## src/rtl/regfile_scoreboard.sv

```systemverilog
// Register file: 2 combinational read ports, 1 write port, optional hardwired R0 and write bypass.
// Also tracks a pending-write bit per register for multi-cycle producers and drives stall flags.
module regfile_scoreboard #(
  parameter int DATA_W   = 24,
  parameter int ADDR_W   = 4,
  parameter int ZERO_REG = 1,
  parameter int BYPASS   = 1
) (
  input  logic              Clock,
  input  logic              ResetN,
  input  logic [ADDR_W-1:0] RS,
  input  logic [ADDR_W-1:0] RT,
  input  logic [ADDR_W-1:0] RD,
  input  logic [DATA_W-1:0] WriteData,
  input  logic              RegWrite,
  input  logic              MarkBusy,
  input  logic [ADDR_W-1:0] MarkAddr,
  output logic [DATA_W-1:0] ReadRS,
  output logic [DATA_W-1:0] ReadRT,
  output logic              StallRS,
  output logic              StallRT,
  output logic [ADDR_W:0]   PendCount
);

  localparam int DEPTH = 2**ADDR_W;

  logic [DATA_W-1:0] regs_q [DEPTH];
  logic [DATA_W-1:0] regs_d [DEPTH];
  logic [DEPTH-1:0]  pend_q, pend_d;
  logic [ADDR_W:0]   cnt_q, cnt_d;

  logic wr_ok, mark_ok, cnt_inc, cnt_dec;
  logic rs_zero, rt_zero, rs_fwd, rt_fwd;

  always_comb begin
    wr_ok   = RegWrite && !((ZERO_REG != 0) && (RD == '0));
    mark_ok = MarkBusy && !((ZERO_REG != 0) && (MarkAddr == '0));

    regs_d = regs_q;
    pend_d = pend_q;
    if (wr_ok) begin
      regs_d[RD] = WriteData;
      pend_d[RD] = 1'b0;
    end
    // Mark is applied last: a new producer outranks the write that retires the old one.
    if (mark_ok) begin
      pend_d[MarkAddr] = 1'b1;
    end

    cnt_inc = mark_ok && !pend_q[MarkAddr];
    cnt_dec = wr_ok && pend_q[RD] && !(mark_ok && (MarkAddr == RD));
    cnt_d   = cnt_q + (ADDR_W+1)'(cnt_inc) - (ADDR_W+1)'(cnt_dec);
  end

  always_comb begin
    rs_zero = (ZERO_REG != 0) && (RS == '0);
    rt_zero = (ZERO_REG != 0) && (RT == '0);
    rs_fwd  = (BYPASS != 0) && wr_ok && (RD == RS);
    rt_fwd  = (BYPASS != 0) && wr_ok && (RD == RT);

    ReadRS = regs_q[RS];
    if (rs_zero)     ReadRS = '0;
    else if (rs_fwd) ReadRS = WriteData;

    ReadRT = regs_q[RT];
    if (rt_zero)     ReadRT = '0;
    else if (rt_fwd) ReadRT = WriteData;

    // A write landing this cycle satisfies the consumer through the bypass.
    StallRS = pend_q[RS] && !rs_zero && !((BYPASS != 0) && RegWrite && (RD == RS));
    StallRT = pend_q[RT] && !rt_zero && !((BYPASS != 0) && RegWrite && (RD == RT));

    PendCount = cnt_q;
  end

  always_ff @(posedge Clock or negedge ResetN) begin
    if (!ResetN) begin
      for (int i = 0; i < DEPTH; i++) begin
        regs_q[i] <= '0;
      end
      pend_q <= '0;
      cnt_q  <= '0;
    end else begin
      regs_q <= regs_d;
      pend_q <= pend_d;
      cnt_q  <= cnt_d;
    end
  end

endmodule

```

## config.mk

```make
export PLATFORM = sky130hd
export DESIGN_NAME = regfile_scoreboard
export DESIGN_NICKNAME = d
export VERILOG_FILES = /design/src/rtl/regfile_scoreboard.sv
export SDC_FILE = /design/constraint.sdc
export NUM_CORES = 1
export LEC_CHECK = 0
export BUFFER_PORTS_ARGS = -buffer_cell sky130_fd_sc_hd__buf_4
export CAP_MARGIN = 10
export CORE_MARGIN = 2
export CORE_UTILIZATION = 60
export CTS_CLUSTER_DIAMETER = 60
export DETAILED_ROUTE_END_ITERATION = 6
export GPL_TIMING_DRIVEN = 0
export PLACE_DENSITY = 0.75
export SYNTH_ARGS = -nofsm -noshare
export SYNTH_HDL_FRONTEND = slang
export SYNTH_SLANG_ARGS = --single-unit
```

## constraint.sdc

```tcl
create_clock -name Clock -period 5.2 [get_ports Clock]
set_clock_uncertainty 0.2 [all_clocks]
set_input_delay 1.04 -clock Clock [delete_from_list [all_inputs] [get_ports Clock]]
set_output_delay 1.04 -clock Clock [all_outputs]
set_load 0.01 [all_outputs]
```

Word-level counts from Yosys, hierarchy flattened
Cells that the tools add are included.
- flip-flop bits (word level): 405
- bits of input ports: 44
- output and inout port bits: 55
- logic and storage cells: 95
- add/subtract/negate cells: 2
- order comparisons: 10
- equality and inequality tests: 3
- multiplexer cells: 27
- bitwise operators: 6
- reductions and logical operators: 29
- operator list (cell ; count):
    $bwmux W384 ; 1
    $mux W24 ; 9
    $bmux W24 S4 ; 2
    $demux W24 S4 ; 1
    $mux W16 ; 2
    $lt A4 B5 Y1 const B ; 4
    $logic_and A1 B1 Y1 ; 17
    $and A16 B16 Y16 ; 1
    $bmux W1 S4 ; 4
    $logic_not A4 Y1 ; 4
    $not A16 Y16 ; 1
    $or A16 B16 Y16 ; 1
    $ge A5 B5 Y1 const B ; 3
    $not A4 Y5 ; 3
    $eq A4 B4 Y1 ; 3
    $demux W1 S4 ; 2
    $ge A4 B1 Y1 const B ; 2
    $logic_not A1 Y1 ; 8
    $mux W1 ; 6
    $add A5 B1 Y5 ; 1
    $lt A5 B1 Y1 const B ; 1
    $sub A5 B1 Y5 ; 1

Depth between registers and ports, before layout
Gate-level depths: netlist (run 1).
- word-level depth: 9
- depth in mapped cells: 13
- depth with buffers taken out: 11

Worst setup path after synthesis (run 1)
OpenSTA, ideal clock, no wires.
- kind: input to register
- start point: in RD[0]
- end point: reg cnt_q[4], in the netlist PendCount[4]
- setup time: 0.124 ns
- arrival: 3.691 ns
- required time: 4.876 ns
- path slack: 1.184 ns
- stages: 12
- path buffers: 2
- cells stage by stage: buf_4 -> buf_6 -> mux4_2 -> mux4_2 -> o2111a_1 -> ha_1 -> inv_1 -> ha_1 -> fa_1 -> a21o_1 -> a21oi_1 -> xnor2_1
- longest elaborated chain between the ends: 6
- elaborated cells on any way between the ends: 11
- classes of those cells: 1 x add/sub; 1 x eq/ne; 2 x mux; 7 x reduce/logical
- RTL lines (what ; line ; RTL):
    start, declared ; 13 ; input logic [ADDR_W-1:0] RD,
    parallel branches: the longest is 4 deep, another holds $bmux W1 S4 ; - ;
    $logic_and A1 B1 Y1 (*) ; 51 ; cnt_dec = wr_ok && pend_q[RD] && !(mark_ok && (MarkAddr == RD));
    $sub A5 B1 Y5 (*) ; 52 ; cnt_d = cnt_q + (ADDR_W+1)'(cnt_inc) - (ADDR_W+1)'(cnt_dec);
    named net cnt_d[4] ; 30 ; logic [ADDR_W:0] cnt_q, cnt_d;
    end signal, assigned ; 86 ; cnt_q <= cnt_d;
    end, declared ; 30 ;
Mark *: on every way through the listed nets, which the timed path passes. The select of a mux whose other input is x is not followed.
A chain may end at the register's enable or synchronous reset.

Worst setup path after layout (run 1)
- start point: in RT[2]
- end point: out ReadRT[3]
- longest elaborated chain between the ends: 6
- elaborated cells on any way between the ends: 9
- classes of those cells: 1 x eq/ne; 5 x mux; 1 x bitwise; 2 x reduce/logical
- RTL lines (what ; line ; RTL):
    start, declared ; 12 ; input logic [ADDR_W-1:0] RT,
    $not A4 Y5 (not written as such) ; 65 ; ReadRT = regs_q[RT];
    $bmux W24 S4 ; 65 ;
    $mux W24 (not written as such) (2 in a row) ; 65 ;
    $mux W24 ; 67 ; else if (rt_fwd) ReadRT = WriteData;
    $mux W24 (*) ; 66 ; if (rt_zero) ReadRT = '0;
    end, declared ; 19 ; output logic [DATA_W-1:0] ReadRT,
Every way passes the cells marked *; elsewhere a longest branch is shown, timed or not. The select of a mux whose other input is x is not followed.

==> results_dict.tcl, run 1 <==
set metrics [dict create \
    status "finished, final reports clean" \
    hold_violations 0 \
    die_y_um 199.4 \
    worstPathArrival_ps 3630 \
    rows 71 \
    ys_seq_area_share_pct 44.25 \
    layout.nets 1826 \
    final_antenna_net_count 0 \
    period_needed_ps 4873 \
    dp.cells 2239 \
    tightest_slew_ps 1342 \
    cts_resized 0 \
    clk_latency_ps 600 \
    ctsHoldBuffers 0 \
    worst-endpoint-required_ps 3960 \
    setup_violations 0 \
    start_kind "input port" \
    worstSetupEndpointType "output pin" \
    port_buffers 88 \
    post_cts_buffers 0 \
    reg2reg_to "PendCount[4]" \
    die_x_um 199.4 \
    postSynthAreaPerCell_um2 13.99 \
    grt_pass1_vias 16773 \
    clock-root-buffer "clkbuf_16" \
    grt_util_met3_pct 10.28 \
    clk_path_buf_depth 3 \
    ios 99 \
    grt_max_degree 119 \
    max_freq_ghz 0.2052 \
    diodes 0 \
    drive_above_1_share_pct 42.47 \
    synth_nets 1687 \
    cts_tree "done" \
    clk_pin_slew_worst_paths_ps 60 \
    dieArea_um2 39750 \
    drt_iter0_drc 1703 \
    fin_util_pct 68.43 \
    cts_sinks 405 \
    fp.coreArea_um2 37670 \
    rsz0062_at_grt "false" \
    antenna_found_initial 0 \
    drt_wl_total_um 72680 \
    final_cells 2317 \
    grt-busiest-layer "met2" \
    htree_levels 2 \
    drc 0 \
    crit_type "input port to output pin" \
    final_common_cell "dfrtp_1" \
    met1_usage_pct 51.11 \
    maxCapViolations 0 \
    syn_inst 1637 \
    slew_headroom_pct 10.52 \
    num_vias 16351 \
    hp-class "input port to async pin" \
    start_util_pct 60.81 \
    ys_seq_elements 405 \
    via_per_inst 7.057 \
    p_leak_nw 11.08 \
    final_cell_mix "405 x dfrtp_1, 349 x mux2_2, 160 x mux4_2, 147 x mux2i_1, 117 x clkbuf_1" \
    wl_per_cell_um 31.37 \
    cp_max_fo 10 \
    grt_overflow 0 \
    grt_use_met2_pct 55.32 \
    dp_hpwl_um 48780 \
    cts_buffers 45 \
    ys_async_sr_fraction_pct 100.0 \
    timing.rr.start "pend_q[11]" \
    synth_edf_count 0 \
    worst_r2r_path_depth 10 \
    syn-cell-area_um2 22900 \
    period_share_pct 93.71 \
    track_usage_pct 37.60 \
    p_per_area_nw_per_um2 400.4 \
    timing.reg2reg.setup_slack_ps 1880 \
    synth_flop_cell "dfrtp_1" \
    grt_pass1_wl_um 106700 \
    ir_drop_mv 0.2531 \
    place_congestion 0.9693 \
    slew_viol_final 0 \
    area_delta_synth_final_pct 12.53 \
    drt-pass1-iter-count 5 \
    yosys_warnings 0 \
    synth_cell_types 45 \
    n_fill_cell 2745 \
]
[power by group]
group	internal (W)	switching [W]	total, W
Sequential	0.00386	0.000537	0.00440
Combinational	0.00153	0.00114	0.00267
Clock	0.00190	0.00136	0.00326
Total	0.00728	0.00304	0.0103
[layer usage]
metal  wire length [um]  share of wire, %
met5                  0                 0
met4               4110               5.7
met3               8079                11
met2              32260                44
met1              28220                39
[cell families (layout without fill, tap and decap cells)]
logic type | Yosys count | after routing | share of synthesized area [%]
AND/OR/NAND/NOR | 51 | 51 | 1.415
AO/OA/AOI/OAI | 280 | 280 | 9.237
flip-flops | 405 | 405 | 44.25
adder cells (fa/ha/maj) | 6 | 6 | 0.3605
XOR/XNOR | 15 | 15 | 0.6064
multiplexers | 668 | 668 | 39.90
buffers and inverters | 212 | 381 | 4.228
[worst max-delay path, cell delays in order]
cell,delay (ps)
buf_2,260
clkbuf_1,1020
mux4_2,420
mux2i_1,260
a2bb2oi_1,250
a21oi_1,180
buf_4,190
[flip-flops by register name, summed over array words and instances (netlist names)]
| signal | count |
|---|---|
| PendCount | 5 |
| pend_q | 16 |
| regs_q | 384 |
[how the worst max path moves through the flow]
stage / start / to / cells after the start
after floorplan: RD[0] / PendCount[4] / 12
after global placement: ResetN / regs_q[296] / 1
after detailed placement: RT[2] / ReadRT[3] / 7
after CTS: RT[2] / ReadRT[3] / 7
after global routing: RT[2] / ReadRT[22] / 7
final: RT[2] / ReadRT[3] / 7
[final cells by class]
| cell class | count | area [um2] | share of cell area, % |
|---|---|---|---|
| well taps | 511 | 639.4 | 2.481 |
| repair buffers | 92 | 765.7 | 2.971 |
| inverters | 10 | 37.54 | 0.1456 |
| flip-flops and latches | 405 | 10130 | 39.32 |
| clock buffers | 59 | 1219 | 4.728 |
| clock inverters | 18 | 245.2 | 0.9515 |
| multi-input cells | 1020 | 11800 | 45.79 |
| plain buffers | 202 | 930.9 | 3.612 |
[Yosys cell counts (3+ instances only)]
cell type / instances / area share [%]
a211oi_1: 5 / 0.16
clkbuf_1: 107 / 1.8
buf_1: 5 / 0.082
buf_6: 6 / 0.29
o41ai_1: 48 / 1.8
xnor2_1: 13 / 0.50
nand2b_1: 4 / 0.11
buf_2: 75 / 1.6
nor3_1: 3 / 0.066
nor2_1: 6 / 0.098
mux2i_1: 147 / 6.4
a32o_1: 3 / 0.13
a2bb2oi_1: 96 / 3.7
o21ai_0: 20 / 0.44
a21boi_0: 48 / 1.6
a21oi_1: 51 / 1.1
nand2_1: 9 / 0.15
mux4_2: 160 / 16
mux2_2: 349 / 17
nor2b_1: 5 / 0.14
dfrtp_1: 405 / 44
nor2_2: 3 / 0.082
inv_1: 10 / 0.16
mux2_1: 12 / 0.59
or3_1: 5 / 0.14
ha_1: 5 / 0.27
buf_4: 9 / 0.29
[through the flow]
step	power, W	worst slack [ps]	hold slack [ps]	instance area (um2)	TNS (ps)
floorplan	0.006159	1184	241.3	22900	0
global placement	0.006894	-1156	251.7	24200	-449240
detailed placement	0.007048	468.8	266.7	24290	0
CTS	0.01028	465.0	276.0	25760	0
global route	0.01071	383.2	290.0	25770	0
finish	0.01032	327.3	216.5	25770	0
Note: power is estimated with default switching activity, not from simulation.
==> run 2, diff against run 1 <==
--- a/config.mk
+++ b/config.mk
@@ -11,7 +11,6 @@
 export CORE_UTILIZATION = 60
 export CTS_CLUSTER_DIAMETER = 60
 export DETAILED_ROUTE_END_ITERATION = 6
-export GPL_TIMING_DRIVEN = 0
 export PLACE_DENSITY = 0.75
 export SYNTH_ARGS = -nofsm -noshare
 export SYNTH_HDL_FRONTEND = slang
==> constraint.sdc (replaced) <==
create_clock -name Clock -period 4.9 [get_ports Clock]
set_clock_uncertainty 0.2 [all_clocks]
set_input_delay 0.98 -clock Clock [delete_from_list [all_inputs] [get_ports Clock]]
set_output_delay 0.98 -clock Clock [all_outputs]
set_load 0.01 [all_outputs]
==> results_dict.tcl, run 2 (synthesis results as in run 1) <==
set metrics [dict create \
    p_seq_share_pct 41.8 \
    hold_path.startpoint "regs_q[370]" \
    worstSetupEndpointType "output pin" \
    track_usage_pct 33.41 \
    fp.coreArea_um2 37670 \
    setup_violations 0 \
    final_cell_mix "405 x dfrtp_1, 349 x mux2_2, 160 x mux4_2, 147 x mux2i_1, 140 x buf_4" \
    worstPathArrival_ps 3170 \
    clkPwrFrac_pct 34.0 \
    grt-busiest-layer "met2" \
    via_per_inst 7.039 \
    start_kind "input port" \
    period_needed_ps 4345 \
    diodes 0 \
    p_comb_share_pct 24.3 \
    drt_wl_total_um 64100 \
    grt_use_met2_pct 51.13 \
    period_share_pct 88.68 \
    cts_tree "done" \
    grt_util_met3_pct 6.363 \
    hp-class "register to register" \
    stdcell_area_um2 25660 \
    hold_violations 0 \
    min_path_cells 0 \
    p_leak_nw 11.00 \
    area_delta_synth_final_pct 12.01 \
    final_antenna_net_count 0 \
    die_x_um 199.4 \
    grt_overflow 0 \
    drt-pass1-iter-count 6 \
    slew_headroom_pct 15.20 \
    htree_levels 2 \
    cts_sinks 405 \
    dp.cells 2099 \
    min_to "regs_q[370]" \
    dpl_cell_area_um2 23970 \
    cts_buffers 47 \
    status "finished, final reports clean" \
    drc 0 \
    die_y_um 199.4 \
    worst-endpoint-required_ps 3720 \
    place_congestion 0.8228 \
    dieArea_um2 39750 \
    timing.reg2reg.setup_slack_ps 1670 \
    p_int_w 0.008073 \
    worst_r2r_path_depth 10 \
    setup.worst_path.start "RT[1]" \
    final_cells 2185 \
    wl_per_cell_um 29.33 \
    ios 99 \
    place_ws_ps 578.0 \
    tns_ps 0 \
    met1_usage_pct 47.62 \
    timing.rr.start "pend_q[14]" \
    start_util_pct 60.81 \
    top_register "regs_q" \
    num_vias 15380 \
    maxCapViolations 0 \
    final_common_cell "dfrtp_1" \
    clk_latency_ps 570 \
    antenna_found_initial 0 \
    ctsHoldBuffers 0 \
    ir_drop_mv 0.2923 \
    max_freq_ghz 0.2301 \
    sw_frac_of_total_pct 27.78 \
    grt_pass1_wl_um 98100 \
    grt_max_degree 117 \
    largest_reg_flops 384 \
    p_per_area_nw_per_um2 435.7 \
    layout.nets 1687 \
    clock-root-buffer "clkbuf_16" \
    dp_hpwl_um 36860 \
    port_buffers 98 \
    cts_resized 0 \
    reg2reg_to "PendCount[4]" \
    tightest_slew_ps 1269 \
    clk_pin_slew_worst_paths_ps 60 \
    slew_viol_final 0 \
    cp_max_fo 37 \
    layout_setup_ws_ps 554.8 \
    clk_path_buf_depth 3 \
    p_sw_w 0.003106 \
    drt_iter0_drc 1265 \
    grt_pass1_vias 15982 \
    rsz0062_at_grt "false" \
    rows 71 \
    drive_above_1_share_pct 45.40 \
    crit_type "input port to output pin" \
    post_cts_buffers 0 \
]
run 2: worst max path at each step:
stage | end | slack, ps | cells after the start
final | ReadRT[15] | 550 | 7
after global routing | ReadRT[14] | 430 | 7
after CTS | ReadRT[15] | 570 | 7
after detailed placement | ReadRT[15] | 580 | 7
after global placement | ReadRT[15] | 580 | 7
after floorplan | PendCount[4] | 940 | 12
run 2: worst max-delay path: stages:
cell	delay (ps)
buf_6	430
buf_4	440
mux4_2	550
a2bb2oi_1	140
a2bb2oi_1	170
a21oi_1	170
buf_4	220
run 2: cell type report:
class,count,area (um2)
multi-input combinational,1020,11890
timing repair buffer,153,1271
tap,511,639.4
clock buffer,69,1411
fill,2667,12010
inverter,10,37.54
sequential,405,10130
clock inverter,17,272.8
run 2: power groups by stage:
| stage | Sequential [W] | Combinational, W | Clock (W) |
|---|---|---|---|
| after CTS | 0.00464 | 0.00272 | 0.00384 |
| final | 0.00467 | 0.00271 | 0.00380 |
| after detailed placement | 0.00470 | 0.00270 | 0 |
| after floorplan | 0.00452 | 0.00202 | 0 |
| after global routing | 0.00476 | 0.00291 | 0.00399 |
| after global placement | 0.00463 | 0.00263 | 0 |
run 2: per-stage QoR:
step	hold slack [ps]	power (W)	utilization (%)
after global routing	210.1	0.01166	68.11
after detailed placement	182.3	0.007401	63.64
after global placement	176.8	0.007254	63.64
final	193.1	0.01118	68.11
after floorplan	241.3	0.006536	-
after CTS	196.4	0.01121	68.11
run 2: per-layer routing:
| layer | up-vias | routed length (um) |
|---|---|---|
| met5 | - | 0 |
| met4 | 0 | 2318 |
| met3 | 165 | 5366 |
| met2 | 764 | 29730 |
| met1 | 8095 | 26680 |
| li1 | 6356 | - |
